`src/rtl/fdivsqrt_uotf_seq.sv`:
```
// Radix-4 on-the-fly conversion sequencer for the divide/square-root unit:
// owns U/UM/C, steps them with the external converter and hands off the quotient.

package fdivsqrt_uotf_cfg_pkg;
    typedef struct packed {
        int unsigned DIVb;
    } cvw_t;

    localparam cvw_t FDIV_DEFAULT_CFG = '{DIVb: 32'd16};
endpackage

module fdivsqrt_uotf_seq
    import fdivsqrt_uotf_cfg_pkg::*;
#(
    parameter cvw_t P = FDIV_DEFAULT_CFG
) (
    input  logic               clk,
    input  logic               reset,
    input  logic               start,
    input  logic               sqrten,
    input  logic [7:0]         nsteps,
    input  logic               kill,
    input  logic [P.DIVb:0]    UNext,
    input  logic [P.DIVb:0]    UMNext,
    input  logic               wsneg,
    input  logic               ack,
    output logic [P.DIVb+1:0]  C,
    output logic [P.DIVb:0]    U,
    output logic [P.DIVb:0]    UM,
    output logic               busy,
    output logic               done,
    output logic [P.DIVb:0]    Quot
);

    localparam int unsigned DIVB = P.DIVb;

    typedef enum logic [1:0] {
        ST_IDLE = 2'd0,
        ST_BUSY = 2'd1,
        ST_DONE = 2'd2
    } state_t;

    state_t             r_state;
    logic [7:0]         r_cnt;
    logic [DIVB+1:0]    r_c;
    logic [DIVB:0]      r_u;
    logic [DIVB:0]      r_um;

    state_t             w_state_nxt;
    logic [7:0]         w_cnt_nxt;
    logic [DIVB+1:0]    w_c_nxt;
    logic [DIVB:0]      w_u_nxt;
    logic [DIVB:0]      w_um_nxt;

    // Division starts with a weight-1 digit, square root with a weight-1/4 digit.
    logic [DIVB+1:0]    w_c_init;
    logic [DIVB:0]      w_u_init;

    // Initial mask and root select for the operation being started.
    always_comb begin
        w_c_init = {2'b11, {DIVB{1'b0}}};
        w_u_init = {(DIVB+1){1'b0}};
        if (sqrten) begin
            w_c_init = {4'b1111, {(DIVB-2){1'b0}}};
            w_u_init = {1'b1, {DIVB{1'b0}}};
        end else begin
            w_c_init = {2'b11, {DIVB{1'b0}}};
            w_u_init = {(DIVB+1){1'b0}};
        end
    end

    // Next-state and datapath update; everything holds unless explicitly stepped or loaded.
    always_comb begin
        w_state_nxt = r_state;
        w_cnt_nxt   = r_cnt;
        w_c_nxt     = r_c;
        w_u_nxt     = r_u;
        w_um_nxt    = r_um;
        if (kill) begin
            w_state_nxt = ST_IDLE;
        end else begin
            case (r_state)
                ST_IDLE: begin
                    if (start) begin
                        w_c_nxt  = w_c_init;
                        w_u_nxt  = w_u_init;
                        w_um_nxt = {(DIVB+1){1'b0}};
                        if (nsteps != 8'd0) begin
                            w_cnt_nxt   = nsteps;
                            w_state_nxt = ST_BUSY;
                        end else begin
                            w_cnt_nxt   = 8'd0;
                            w_state_nxt = ST_DONE;
                        end
                    end else begin
                        w_state_nxt = ST_IDLE;
                    end
                end
                ST_BUSY: begin
                    w_u_nxt   = UNext;
                    w_um_nxt  = UMNext;
                    w_c_nxt   = {r_c[DIVB+1], r_c[DIVB+1], r_c[DIVB+1:2]};
                    w_cnt_nxt = r_cnt - 8'd1;
                    if (r_cnt == 8'd1) begin
                        w_state_nxt = ST_DONE;
                    end else begin
                        w_state_nxt = ST_BUSY;
                    end
                end
                ST_DONE: begin
                    // A start coinciding with ack is dropped; it must come again from IDLE.
                    if (ack) begin
                        w_state_nxt = ST_IDLE;
                    end else begin
                        w_state_nxt = ST_DONE;
                    end
                end
                default: begin
                    w_state_nxt = ST_IDLE;
                end
            endcase
        end
    end

    // State and datapath registers.
    always_ff @(posedge clk) begin
        if (reset) begin
            r_state <= ST_IDLE;
            r_cnt   <= 8'd0;
            r_c     <= {(DIVB+2){1'b0}};
            r_u     <= {(DIVB+1){1'b0}};
            r_um    <= {(DIVB+1){1'b0}};
        end else begin
            r_state <= w_state_nxt;
            r_cnt   <= w_cnt_nxt;
            r_c     <= w_c_nxt;
            r_u     <= w_u_nxt;
            r_um    <= w_um_nxt;
        end
    end

    assign C    = r_c;
    assign U    = r_u;
    assign UM   = r_um;
    assign busy = (r_state == ST_BUSY);
    assign done = (r_state == ST_DONE);
    // A negative final residual means the last digit overshot, so UM is the true result.
    assign Quot = wsneg ? r_um : r_u;

endmodule

```
`config.mk`:
```
export PLATFORM = sky130hd
export DESIGN_NAME = fdivsqrt_uotf_seq
export DESIGN_NICKNAME = d
export VERILOG_FILES = /design/src/rtl/fdivsqrt_uotf_seq.sv
export SDC_FILE = /design/constraint.sdc
export NUM_CORES = 1
export LEC_CHECK = 0
export BUFFER_PORTS_ARGS = -buffer_cell sky130_fd_sc_hd__buf_2
export CELL_PAD_IN_SITES_DETAIL_PLACEMENT = 0
export CELL_PAD_IN_SITES_GLOBAL_PLACEMENT = 1
export CORE_ASPECT_RATIO = 1.75
export CORE_UTILIZATION = 34
export DETAILED_ROUTE_END_ITERATION = 7
export HOLD_SLACK_MARGIN = 0.08
export PLACE_DENSITY = 0.9
export SYNTH_ARGS = -nofsm -noshare
export SYNTH_HDL_FRONTEND = slang
export SYNTH_SLANG_ARGS = --single-unit
```
`constraint.sdc`:
```
create_clock -name clk -period 1.7 [get_ports clk]
set_input_delay 0.17 -clock clk [delete_from_list [all_inputs] [get_ports clk]]
set_output_delay 0.17 -clock clk [all_outputs]
set_load 0.02 [all_outputs]
```
# [Word level (Yosys, flattened, before mapping)]
# Index checks and enable logic that the tools add are counted.
[totals] register_bits=62 inputBits=49 out_inout_bits=71 wordCells=36
[op_classes] n_addsub=1 n_eq_ne=4 muxes=17 n_bitwise=2 reduce_logical=6
[op_table] operator="two-way mux 17 bit" n=4
[op_table] operator="one-hot mux 17 bit (2 select lines)" n=2
[op_table] operator="one-hot mux 18 bit (2 select lines)" n=1
[op_table] operator="two-way mux 18 bit" n=1
[op_table] operator="two-way mux 16 bit" n=1
[op_table] operator="two-way mux 8 bit" n=2
[op_table] operator="one-hot mux 8 bit (2 select lines)" n=1
[op_table] operator="== test 8 x 1 -> 1 bit (second input constant)" n=1
[op_table] operator="two-way mux 2 bit" n=4
[op_table] operator="nonzero test 8 bit" n=1
[op_table] operator="subtractor 8 x 1 -> 8 bit (second input constant)" n=1
[op_table] operator="one-hot mux 2 bit (3 select lines)" n=1
[op_table] operator="AND reduction 4 bit" n=1
[op_table] operator="AND reduction 3 bit" n=1
[op_table] operator="== test 2 x 1 -> 1 bit (second input constant)" n=1
[op_table] operator="== test 2 bit (second input constant)" n=1
[op_table] operator="zero test 2 bit" n=1
[op_table] operator="!= test 2 bit (second input constant)" n=1
[op_table] operator="NOT 1 bit" n=2
[op_table] operator="nonzero test 2 bit" n=1
[op_table] operator="OR reduction 2 bit" n=1

# [Longest topological paths before layout]
[depth] ltp_word=4 mapped_depth=7 ltp_nobuf=6

# [Worst setup path before layout]
# No wires, ideal clock.
[synth_timing] path_kind="register to register" start="register r_cnt[0]" end="register r_cnt[6]" setup_ns=0.103 arrival_ns=1.289 required_time_ns=1.597 setup_slack_ns=0.308 path_stages_with_launch=7 n_path_buf=0 synth_period_minus_slack_ns=1.392 path_cell_list="dfxtp_1 inv_1 ha_1 nand2b_1 o41ai_1 a21oi_1 a2111oi_2"
[synth_between] elab_chain_len=2
[synth_rtl] element="start: declaration" line="44" source="logic [7:0] r_cnt;"
[synth_rtl] element="start signal: assignment" line="135" source="r_cnt <= w_cnt_nxt;"
[synth_rtl] element="subtractor 8 x 1 -> 8 bit" line="103" source="w_cnt_nxt = r_cnt - 8'd1;"
[synth_rtl] element="one-hot mux 8 bit (2 select lines)" line="82" source="case (r_state)"
# No other way between the ends.
# A chain may end at the register's enable or synchronous reset.

# [Worst setup path after layout]
[layout_timing] start="register r_state[0]" end="output busy"
[layout_between] elab_chain_len=1
[layout_rtl] element="start: declaration" line="43" source="state_t r_state;"
[layout_rtl] element="start signal: assignment" line="134" source="r_state <= w_state_nxt;"
[layout_rtl] element="== test 2 x 1 -> 1 bit" line="145" source="assign busy = (r_state == ST_BUSY);"
[layout_rtl] element="end: declaration" line="30" source="output logic busy,"
# No other way between the ends.

==> results.sh <==
export IMPL_status="finished, final reports clean"
export IMPL_cts_root_buf="clkbuf_16"
export IMPL_crit_path_start_kind="flop"
export IMPL_slew_violations=0
export IMPL_post_drt_via_cell_ratio=5.19
export IMPL_setup_tns_ns=0
export IMPL_irDropWorstVdd_uv=690
export IMPL_critPathArrivalTime_ns=1.42
export IMPL_die_h_um=118
export IMPL_crit_fanout=13
export IMPL_finalCritPeriodShare_pct=93.3
export IMPL_hp_class="in -> reg"
export IMPL_clk_pin_slew_worst_paths_ns=0.05
export IMPL_gp_congestion=0.802
export IMPL_synth_xor_area_share_pct=0
export IMPL_slew_headroom_pct=64.7
export IMPL_fp_dieArea_um2=8090
export IMPL_synthCells=262
export IMPL_ys_top_cells_by_count="dfxtp_1 (62), nor2_1 (38), a22oi_1 (29), a22o_1 (18), mux2_2 (17)"
export IMPL_synth_most_common_cell="dfxtp_1"
export IMPL_finalSetupViolCount=0
export IMPL_cellPowerDensity_nw_per_um2=1000
export IMPL_slowest_delay_ns=0.54
export IMPL_design_core_area_um2=7510
export IMPL_rows=42
export IMPL_synth_cell_types=47
export IMPL_nets=443
export IMPL_initialDrtViolationCount=115
export IMPL_n_antenna_cell=0
export IMPL_grt_max_degree=35
export IMPL_crit_path_cell_trace="nand2b_4 > inv_2 > buf_2"
export IMPL_finalClockSkew_ns=0.00668
export IMPL_wirelength_um=7210
export IMPL_synthToLayoutAreaGrowth_pct=41.4
export IMPL_first_pass_iters=4
export IMPL_ys_warn_count=0
export IMPL_synth_flop_cell="dfxtp_1"
export IMPL_num_vias=2517
export IMPL_cts_sinks=62
export IMPL_synth_edf_count=0
export IMPL_antenna_found_initial=0
export IMPL_cts_buffers_inserted=9
export IMPL_required_ns=1.53
export IMPL_synth_top_family_by_area="compound AO/OA/AOI/OAI gates"
export IMPL_fmax_ghz=0.631
export IMPL_holdPathStages=3
export IMPL_cts_setup_buffers=0
export IMPL_synthesis_area_um2=2630
export IMPL_cts_tree="done"
export IMPL_io_pins=120
export IMPL_grt_util_all_layers_pct=18.4
export IMPL_synth_compound_area_share_pct=23.4
export IMPL_min_period_ns=1.59
export IMPL_end_kind="output port"
export IMPL_ys_async_sr_fraction_pct=0
export IMPL_die_width_um=68.4
export IMPL_muxShareOfSynthArea_pct=8.05
export IMPL_p_leak_nw=1.71
export IMPL_first_global_vias=2461
export IMPL_fillers=714
export IMPL_cts_buffer_depth=2
export IMPL_hpwl_um=5340
export IMPL_ff2ff_path_depth=6
export IMPL_clk_latency_ns=0.32
export IMPL_final_hold_viol_count=0
export IMPL_route_detailed_drc=0
export IMPL_grt_overflow=0
export IMPL_yosysSeqAreaShare_pct=47.3
export IMPL_drive_gt1_share_pct=43.3
export IMPL_yosys_area_share_simple_pct=14.9
export IMPL_placed_area_um2=3280
export IMPL_fin_area_um2=3710
export IMPL_avgSynthCellArea_um2=10.0
export IMPL_ys_top_cells_by_area="dfxtp_1 (47%), a22oi_1 (8.3%), mux2_2 (7.3%), a22o_1 (6.0%), nor2_1 (5.4%)"
export IMPL_htree_levels=3
export IMPL_cap_violations=0
export IMPL_synth_net_count=313
export IMPL_io_buffers=119
export IMPL_synth_top_area_share_pct=47.3
export IMPL_wl_per_cell_um=14.9
export IMPL_initial_core_util_pct=34.9
export IMPL_route_antenna_remaining_nets=0
export IMPL_worst_pin_slew_ns=0.525
export IMPL_grt_pass1_wl_um=11200
export IMPL_critPathKind="reg -> out"
export IMPL_slowest_stage="dfxtp_1"
export IMPL_synthAdderAreaFrac_pct=0.953
export IMPL_synth_top_cell_by_area="dfxtp_1"
export IMPL_rsz0062_at_grt="false"
export IMPL_yosys_register_bits=62
## what timing repair did
item / 4_1_cts / 5_1_grt
hold endpoints to repair: 14 / 0
hold buffers: 14 / 0
gates resized for setup: 0 / 0
## power by group
part	switching [mW]	internal (mW)
logic	0.241	0.188
registers	0.0409	1.50
clock network	0.627	1.13
## kinds of logic after synthesis
family	after synthesis
muxes	19
AOI/OAI and AO/OA	79
adders and majority gates	2
and+or+nand+nor	74
DFF	62
buffers and inverters	26
## final timing paths
| check | from | slack, ns | endpoint |
|---|---|---|---|
| min | UNext[4] | 0.09 | U[4] |
| max reg2reg | r_cnt[0] | 0.12 | r_cnt[6] |
| max | r_state[0] | 0.11 | busy |
| min reg2reg | r_cnt[1] | 0.49 | r_cnt[1] |
## worst max-delay path, delay by kind of cell, from the launching register on
kind                   cells  cell delay (ns)
DFF                        1             0.54
and+or+nand+nor            1             0.12
buffers and inverters      2             0.44
## layout by cell type (no fill, tap or decap), types with 3 or more instances in the layout
cell type | netlist | layout
a211oi_1 | 4 | 4
a21oi_1 | 9 | 9
a22o_1 | 18 | 18
a22oi_1 | 29 | 29
and2_1 | 3 | 3
buf_2 | 8 | 119
buf_4 | 5 | 6
clkbuf_16 | 0 | 9
clkinvlp_4 | 0 | 3
dfxtp_1 | 62 | 62
dlygate4sd3_1 | 0 | 14
inv_1 | 4 | 4
mux2_2 | 17 | 17
nand2_1 | 5 | 5
nand2b_1 | 6 | 6
nor2_1 | 38 | 38
nor3_1 | 6 | 6
nor4_1 | 4 | 4
## layout make-up
cell class / count / area (µm²) / share of cell area, %
repair buffers: 140 / 801 / 21.6
clock buffers: 10 / 229 / 6.17
well taps: 88 / 110 / 2.97
flip-flops and latches: 62 / 1240 / 33.4
multi-input cells: 174 / 1250 / 33.7
inverters: 5 / 18.8 / 0.506
clock inverters: 6 / 62.6 / 1.69
## registers in the layout, indices dropped and copies added (netlist names)
name     count
C           18
U           17
UM          17
r_cnt        8
r_state      2
## per-layer routing
| layer | part of all wire [%] | GRT usage [%] | vias up | wire length (µm) |
|---|---|---|---|---|
| li1 | - | - | 1226 | - |
| met1 | 38 | 18.0 | 1183 | 2730 |
| met2 | 55 | 34.0 | 94 | 3980 |
| met4 | 2.2 | 9.11 | 0 | 158 |
| met3 | 4.7 | 3.67 | 14 | 342 |
| met5 | 0 | 0 | - | 0 |
## through the flow
stage	hold WS, ns	utilization [%]	worst slack (ns)	std cells	power (mW)
floorplan	0.295	-	0.308	262	1.82
global placement	0.382	43.7	0.253	455	1.96
detailed placement	0.382	43.7	0.190	455	1.97
CTS	0.0839	49.4	0.104	485	3.75
global route	0.0925	49.4	0.00986	485	3.88
finish	0.0915	49.4	0.114	485	3.72
Power figures use the tool's default switching activity.
